## config.mk

```make
export PLATFORM = sky130hd
export DESIGN_NAME = axi_read_slave_flat
export DESIGN_NICKNAME = d
export VERILOG_FILES = /design/src/rtl/axi_read_slave_if.sv /design/src/rtl/axi_read_slave.sv /design/src/flat_wrapper.sv
export SDC_FILE = /design/constraint.sdc
export NUM_CORES = 2
export LEC_CHECK = 0
export CAP_MARGIN = 15
export CORE_UTILIZATION = 45
export CTS_BUF_LIST = sky130_fd_sc_hd__clkbuf_4 sky130_fd_sc_hd__clkbuf_8
export CTS_CLUSTER_SIZE = 14
export DETAILED_ROUTE_END_ITERATION = 8
export PLACE_DENSITY = 0.57
export SLEW_MARGIN = 10
export SYNTH_ARGS = -nofsm -noshare
export SYNTH_HDL_FRONTEND = slang
export SYNTH_SLANG_ARGS = --single-unit
```

## constraint.sdc

```tcl
create_clock -name ACLK -period 6.4 [get_ports ACLK]
set_clock_uncertainty 0.05 [all_clocks]
set_input_delay 0.64 -clock ACLK [delete_from_list [all_inputs] [get_ports ACLK]]
set_output_delay 0.64 -clock ACLK [all_outputs]
set_load 0.01 [all_outputs]
```

## src/rtl/axi_read_slave_if.sv

```systemverilog
// AR/R channel bundle between a read master and axi_read_slave.
interface axi_read_slave_if #(
  parameter int BusWidth = 32,
  parameter int tagbits  = 1
);
  logic [tagbits-1:0]  ARID;
  logic [BusWidth-1:0] ARADDR;
  logic [3:0]          ARLEN;
  logic [1:0]          ARSIZE;
  logic [1:0]          ARBURST;
  logic [1:0]          ARLOCK;
  logic [3:0]          ARCACHE;
  logic [2:0]          ARPROT;
  logic                ARVALID;
  logic                ARREADY;
  logic [tagbits-1:0]  RID;
  logic [BusWidth-1:0] RDATA;
  logic [1:0]          RRESP;
  logic                RLAST;
  logic                RVALID;
  logic                RREADY;

  modport master (
    output ARID, ARADDR, ARLEN, ARSIZE, ARBURST, ARLOCK, ARCACHE, ARPROT, ARVALID, RREADY,
    input  ARREADY, RID, RDATA, RRESP, RLAST, RVALID
  );

  modport slave (
    input  ARID, ARADDR, ARLEN, ARSIZE, ARBURST, ARLOCK, ARCACHE, ARPROT, ARVALID, RREADY,
    output ARREADY, RID, RDATA, RRESP, RLAST, RVALID
  );
endinterface

```

## src/rtl/axi_read_slave.sv

```systemverilog
// AXI3-style read slave: queues AR requests and returns R bursts in order
// from a word-addressed memory filled through a preload write port.
//
// state | meaning
// IDLE  | no burst in service, RVALID low; pops the queue head when present
// BURST | a beat is presented on R; advances on RVALID&RREADY
module axi_read_slave #(
  parameter int BusWidth = 32,
  parameter int tagbits  = 1,
  parameter int MemDepth = 64,
  parameter int QDepth   = 2
) (
  input  logic                        ACLK,
  input  logic                        ARESETn,
  axi_read_slave_if.slave             bus,
  input  logic                        mem_we,
  input  logic [$clog2(MemDepth)-1:0] mem_waddr,
  input  logic [BusWidth-1:0]         mem_wdata
);
  localparam int AW = $clog2(MemDepth);
  localparam int WS = $clog2(BusWidth / 8);
  localparam int PW = (QDepth > 1) ? $clog2(QDepth) : 1;
  localparam int CW = $clog2(QDepth + 1);

  typedef struct packed {
    logic [tagbits-1:0]  id;
    logic [BusWidth-1:0] addr;
    logic [3:0]          len;
    logic [1:0]          size;
    logic [1:0]          burst;
  } req_t;

  typedef enum logic {IDLE, BURST} state_t;

  logic [BusWidth-1:0] mem [MemDepth];

  req_t          q [QDepth];
  req_t          head;
  logic [PW-1:0] wr_ptr, rd_ptr;
  logic [CW-1:0] q_count, count_next;
  logic          push, pop, advance, do_load;

  state_t              state;
  logic [tagbits-1:0]  cur_id;
  logic [BusWidth-1:0] cur_addr;
  logic [3:0]          cur_len;
  logic [1:0]          cur_size;
  logic [1:0]          cur_burst;
  logic [3:0]          beat;

  logic [BusWidth-1:0] step_b, wrap_mask, nxt_addr;
  logic [tagbits-1:0]  ld_id;
  logic [BusWidth-1:0] ld_addr, ld_idx, ld_data;
  logic [3:0]          ld_len, ld_beat;
  logic [1:0]          ld_size, ld_burst;
  logic                ld_last, ld_err, burst_bad, oob;

  // LOCK/CACHE/PROT carry no meaning for this memory model.
  logic ar_attr_unused;
  assign ar_attr_unused = ^{bus.ARLOCK, bus.ARCACHE, bus.ARPROT};

  always_ff @(posedge ACLK) begin
    if (mem_we) mem[mem_waddr] <= mem_wdata;
  end

  assign push       = bus.ARVALID && bus.ARREADY;
  assign head       = q[rd_ptr];
  assign pop        = (q_count != '0) &&
                      ((state == IDLE) || (bus.RVALID && bus.RREADY && bus.RLAST));
  assign advance    = (state == BURST) && bus.RVALID && bus.RREADY && !bus.RLAST;
  assign do_load    = pop || advance;
  assign count_next = q_count + CW'(push) - CW'(pop);

  always_ff @(posedge ACLK) begin
    if (push) q[wr_ptr] <= '{id: bus.ARID, addr: bus.ARADDR, len: bus.ARLEN,
                             size: bus.ARSIZE, burst: bus.ARBURST};
  end

  always_ff @(posedge ACLK or negedge ARESETn) begin
    if (!ARESETn) begin
      wr_ptr      <= '0;
      rd_ptr      <= '0;
      q_count     <= '0;
      bus.ARREADY <= 1'b0;
    end else begin
      if (push) wr_ptr <= (wr_ptr == PW'(QDepth - 1)) ? '0 : wr_ptr + 1'b1;
      if (pop)  rd_ptr <= (rd_ptr == PW'(QDepth - 1)) ? '0 : rd_ptr + 1'b1;
      q_count     <= count_next;
      bus.ARREADY <= (count_next < CW'(QDepth));
    end
  end

  // WRAP keeps the upper address bits and lets the low bits roll inside the container.
  always_comb begin
    step_b    = BusWidth'(1) << cur_size;
    wrap_mask = ((BusWidth'(cur_len) + BusWidth'(1)) << cur_size) - BusWidth'(1);
    case (cur_burst)
      2'b00:   nxt_addr = cur_addr;
      2'b10:   nxt_addr = (cur_addr & ~wrap_mask) | ((cur_addr + step_b) & wrap_mask);
      default: nxt_addr = cur_addr + step_b;
    endcase
  end

  always_comb begin
    ld_id    = cur_id;
    ld_addr  = nxt_addr;
    ld_len   = cur_len;
    ld_size  = cur_size;
    ld_burst = cur_burst;
    ld_beat  = beat + 4'd1;
    if (pop) begin
      ld_id    = head.id;
      ld_addr  = head.addr;
      ld_len   = head.len;
      ld_size  = head.size;
      ld_burst = head.burst;
      ld_beat  = 4'd0;
    end
    ld_last   = (ld_beat == ld_len);
    burst_bad = (ld_burst == 2'b11) ||
                ((ld_burst == 2'b10) && !(ld_len inside {4'd1, 4'd3, 4'd7, 4'd15})) ||
                (int'(ld_size) > WS);
    ld_idx    = ld_addr >> WS;
    oob       = (ld_idx >= BusWidth'(MemDepth));
    ld_err    = burst_bad || oob;
    ld_data   = ld_err ? '0 : mem[ld_idx[AW-1:0]];
  end

  always_ff @(posedge ACLK or negedge ARESETn) begin
    if (!ARESETn) begin
      state      <= IDLE;
      cur_id     <= '0;
      cur_addr   <= '0;
      cur_len    <= '0;
      cur_size   <= '0;
      cur_burst  <= '0;
      beat       <= '0;
      bus.RVALID <= 1'b0;
      bus.RLAST  <= 1'b0;
      bus.RID    <= '0;
      bus.RDATA  <= '0;
      bus.RRESP  <= 2'b00;
    end else begin
      case (state)
        IDLE: begin
          if (do_load) state <= BURST;
        end
        BURST: begin
          if (bus.RVALID && bus.RREADY && bus.RLAST && !pop) begin
            state      <= IDLE;
            bus.RVALID <= 1'b0;
            bus.RLAST  <= 1'b0;
          end
        end
        default: state <= IDLE;
      endcase
      if (do_load) begin
        cur_id     <= ld_id;
        cur_addr   <= ld_addr;
        cur_len    <= ld_len;
        cur_size   <= ld_size;
        cur_burst  <= ld_burst;
        beat       <= ld_beat;
        bus.RVALID <= 1'b1;
        bus.RLAST  <= ld_last;
        bus.RID    <= ld_id;
        bus.RDATA  <= ld_data;
        bus.RRESP  <= ld_err ? 2'b10 : 2'b00;
      end
    end
  end
endmodule

```

## src/flat_wrapper.sv

```systemverilog
// flat-port wrapper written by rule: the top's interface ports become plain ports
module axi_read_slave_flat 
#(
  parameter int BusWidth = 32,
  parameter int tagbits  = 1,
  parameter int MemDepth = 64,
  parameter int QDepth   = 2
)
  (ACLK, ARESETn, mem_we, mem_waddr, mem_wdata, bus_ARID, bus_ARADDR, bus_ARLEN, bus_ARSIZE, bus_ARBURST, bus_ARLOCK, bus_ARCACHE, bus_ARPROT, bus_ARVALID, bus_RREADY, bus_ARREADY, bus_RID, bus_RDATA, bus_RRESP, bus_RLAST, bus_RVALID);
  axi_read_slave_if #(.BusWidth(BusWidth), .tagbits(tagbits)) bus_i ();
  input  logic ACLK;
  input  logic ARESETn;
  input  logic mem_we;
  input  logic [$clog2(MemDepth)-1:0] mem_waddr;
  input  logic [BusWidth-1:0] mem_wdata;
  input wire logic [$bits(bus_i.ARID)-1:0] bus_ARID;
  input wire logic [$bits(bus_i.ARADDR)-1:0] bus_ARADDR;
  input wire logic [$bits(bus_i.ARLEN)-1:0] bus_ARLEN;
  input wire logic [$bits(bus_i.ARSIZE)-1:0] bus_ARSIZE;
  input wire logic [$bits(bus_i.ARBURST)-1:0] bus_ARBURST;
  input wire logic [$bits(bus_i.ARLOCK)-1:0] bus_ARLOCK;
  input wire logic [$bits(bus_i.ARCACHE)-1:0] bus_ARCACHE;
  input wire logic [$bits(bus_i.ARPROT)-1:0] bus_ARPROT;
  input wire logic [$bits(bus_i.ARVALID)-1:0] bus_ARVALID;
  input wire logic [$bits(bus_i.RREADY)-1:0] bus_RREADY;
  output wire logic [$bits(bus_i.ARREADY)-1:0] bus_ARREADY;
  output wire logic [$bits(bus_i.RID)-1:0] bus_RID;
  output wire logic [$bits(bus_i.RDATA)-1:0] bus_RDATA;
  output wire logic [$bits(bus_i.RRESP)-1:0] bus_RRESP;
  output wire logic [$bits(bus_i.RLAST)-1:0] bus_RLAST;
  output wire logic [$bits(bus_i.RVALID)-1:0] bus_RVALID;
  assign bus_i.ARID = bus_ARID;
  assign bus_i.ARADDR = bus_ARADDR;
  assign bus_i.ARLEN = bus_ARLEN;
  assign bus_i.ARSIZE = bus_ARSIZE;
  assign bus_i.ARBURST = bus_ARBURST;
  assign bus_i.ARLOCK = bus_ARLOCK;
  assign bus_i.ARCACHE = bus_ARCACHE;
  assign bus_i.ARPROT = bus_ARPROT;
  assign bus_i.ARVALID = bus_ARVALID;
  assign bus_i.RREADY = bus_RREADY;
  assign bus_ARREADY = bus_i.ARREADY;
  assign bus_RID = bus_i.RID;
  assign bus_RDATA = bus_i.RDATA;
  assign bus_RRESP = bus_i.RRESP;
  assign bus_RLAST = bus_i.RLAST;
  assign bus_RVALID = bus_i.RVALID;
  axi_read_slave #(.BusWidth(BusWidth), .tagbits(tagbits), .MemDepth(MemDepth), .QDepth(QDepth)) u_core (.ACLK(ACLK), .ARESETn(ARESETn), .bus(bus_i), .mem_we(mem_we), .mem_waddr(mem_waddr), .mem_wdata(mem_wdata));
endmodule
```

==> results_dict.tcl <==
set metrics [dict create \
    status "complete, no violations" \
    arrival_ns 6.55 \
    drive_gt1_frac 0.1401 \
    cts_buffers 381 \
    final_max_slew_viol_count 0 \
    gp_congestion 0.8750 \
    pin_count 131 \
    multiInputGateArea_sq_um 21610 \
    grt_pass1_vias 55734 \
    drt_iter0_drc 6404 \
    clock_sinks 2216 \
    p_clk_frac 0.422 \
    design_area_sq_um 102400 \
    clkTransAtPathRegs_ns 0.06 \
    vias 58636 \
    wl_um 269200 \
    io_buffers 120 \
    syn_nets 6751 \
    tightest_slew_ns 1.241 \
    wl_per_cell_um 27.28 \
    worstSetupPathType "reg -> reg" \
    syn_area_per_cell_sq_um 13.43 \
    hold_viol_final 0 \
    ir_drop_v 0.0001989 \
    final_antenna_net_count 0 \
    vias_per_cell 5.940 \
    place_area_sq_um 95000 \
    min_path_type "in -> reg" \
    dieArea_sq_um 200100 \
    initial_core_util 0.4526 \
    swShare 0.2104 \
    fin_crit_sh 0.8884 \
    die_y_um 447.4 \
    htreeDepth 5 \
    hpwl_um 155300 \
    p_switching_mw 6.092 \
    clockRootBuffer "clkbuf_8" \
    area_delta_synth_final_pct 14.75 \
    synth-seq-area-share 0.7407 \
    grt_util_all_layers 0.2657 \
    fmax_mhz 175.9 \
    maxSlewHeadroom 0.1727 \
    setup_viol 0 \
    cts_tree "done" \
    grt_overflow 0 \
    rsz0062_at_grt "false" \
    path_max_fanout 43 \
    clock_latency_ns 1.09 \
    post_cts_buffers 0 \
    cts_buffer_depth 4 \
    p_seq_frac 0.559 \
    leakage_nw 34.60 \
    cts_resized 0 \
    antenna_found_initial 14 \
    grt_pass1_wl_um 387300 \
    p_comb_frac 0.020 \
    postCtsHoldBufs 2 \
    async_reset_ff_frac 0.03881 \
    ys_ff_latch 2216 \
    synth_edf_count 2130 \
    cp.required_ns 7.26 \
    powerDensity_nw_per_um2 282.6 \
    drv_cap 0 \
    fin_crit_ns 5.686 \
    die_w_um 447.4 \
    rows 163 \
    drt-pass1-iter-count 6 \
    nNetsFinal 7060 \
    ys_warn_count 0 \
    setup_tns_ns 0 \
    seqCellArea_sq_um 66110 \
    layout.filler_cells 16717 \
    syn_area_sq_um 89260 \
    synth_cell_types 83 \
    startpoint_type "flop" \
    drc_errors 0 \
    core_area_sq_um 197200 \
    synth_flop_cell "edfxtp_1" \
    critPathCaptureType "flop" \
    synth_cells 6647 \
    intPower_mw 22.86 \
    grt_start_max_net_pins 101 \
]
## worst paths after layout
check                                startpoint              endpoint  slack [ns]  depth (start not counted)
setup / recovery             u_core.cur_size[0]   u_core.bus.RDATA[4]        0.71                         14
min in group asynchronous               ARESETn   u_core.cur_addr[16]        0.11                          2
hold reg to reg            u_core.bus.RDATA[29]  u_core.bus.RDATA[29]        0.44                          2
max in group asynchronous               ARESETn         u_core.rd_ptr        4.88                          3
hold / removal                    mem_wdata[27]     u_core.mem[5][27]        0.06                          1
setup reg to reg             u_core.cur_size[0]   u_core.bus.RDATA[4]        0.71                         14
## through the flow
stage / instances / util / hold slack (ns) / setup slack (ns) / power [mW]
after floorplan: 6647 / - / 0.2944 / 1.838 / 16.62
after global placement: 9190 / 0.4817 / 0.4152 / 0.4884 / 17.00
after detailed placement: 9190 / 0.4817 / 0.4319 / 0.4612 / 17.02
after CTS: 9843 / 0.5177 / 0.02988 / 0.9284 / 29.12
after global routing: 9867 / 0.5193 / 0.02886 / 0.4490 / 29.80
final: 9871 / 0.5194 / 0.06128 / 0.7143 / 28.95
## flip-flops by register name (all words and copies together), names as in the netlist, 2 cells and up
register          count
u_core.beat           4
u_core.cur_burst      2
u_core.q_count        2
u_core.cur_size       2
u_core.mem         2048
u_core.q             82
u_core.cur_len        4
u_core.cur_addr      32
u_core.bus.RDATA     32
## synthesized netlist by cell type, drive strengths merged (5+ instances only)
library cell	instances	area share
and3	10	0.00070
dfrtp	86	0.024
and4	6	0.00062
and2	247	0.017
clkbuf	314	0.013
a21boi	5	0.00042
or2	7	0.00049
nand4	7	0.00049
o22ai	120	0.0084
nor3	14	0.00084
nand2	1670	0.070
a21o	5	0.00042
buf	184	0.0097
nor4	38	0.0028
o21a	7	0.00059
ha	10	0.0014
nand3b	5	0.00042
a311oi	248	0.024
mux2	9	0.0011
edfxtp	2130	0.72
a21oi	42	0.0024
or3	11	0.00077
nor2b	24	0.0017
nor3b	5	0.00042
xor2	15	0.0015
nor2	118	0.0050
o21ai	77	0.0043
xnor2	20	0.0020
inv	18	0.00076
a221oi	244	0.024
nand3	569	0.032
mux2i	44	0.0049
o211ai	13	0.0011
a211oi	13	0.0011
nand2b	9	0.00063
a31oi	247	0.017
## power groups by stage
stage          Combinational (mW)  Sequential, mW  Clock, mW
3_3_place_gp                0.528            16.5          0
6_report                    0.565            16.2       12.2
3_5_place_dp                0.540            16.5          0
4_1_cts                     0.542            16.2       12.4
5_1_grt                     0.606            16.2       13.0
2_1_floorplan               0.150            16.5          0
## layout by cell type, fill, tap and decap left out, types with 52 or more instances in the layout
cell type        netlist  final
nand2_1             1669   1666
buf_12                 0     71
a311oi_1             248    248
nor2_1               118     52
clkinv_1               0     76
a221oi_1             244    244
and2_1               244    243
clkbuf_4               0    142
nor2_4                 0     66
o22ai_1              120    120
clkbuf_8               0    391
buf_4                  3    224
a31oi_1              247    246
dfrtp_1               86     85
clkdlybuf4s50_1        0     87
nand3_1              569    567
edfxtp_1            2130   2130
## critical path, stage by stage, from the launching register on
cell and delay (ns):
dfrtp_1 0.89, nor2b_1 0.37, ha_1 0.29, a21oi_1 0.30
nor2b_1 0.09, nor2_1 0.12, xor2_1 0.07, o211ai_1 0.31
and2_4 0.85, buf_12 0.32, a311oi_1 0.17, a31oi_1 0.54
o22ai_1 0.18, nor4_1 0.76, o21ai_1 0.10
## cell families after synthesis
family	share of synthesized area
compound gates	0.08836
fa+ha+maj	0.001626
mux	0.006322
buf+inv	0.02369
other cells	0.00004201
xor+xnor	0.003434
flops	0.7407
simple gates	0.1359
## metal layers
layer / GRT usage / share of wire / vias up
met5: 0 / 0 / -
met4: 0.08127 / 0.027 / 0
met3: 0.04914 / 0.077 / 438
met2: 0.4264 / 0.47 / 2510
met1: 0.3678 / 0.42 / 29817
li1: - / - / 25871
## final cells by class
class	instances	share of cell area
inverter	18	0.0006596
antenna	7	0.0001710
tap	2640	0.03225
clock buffer	533	0.06294
multi-input combinational	3915	0.2110
timing repair buffer	424	0.04143
sequential	2216	0.6454
clock inverter	118	0.006095
(Power assumes the default switching activity.)
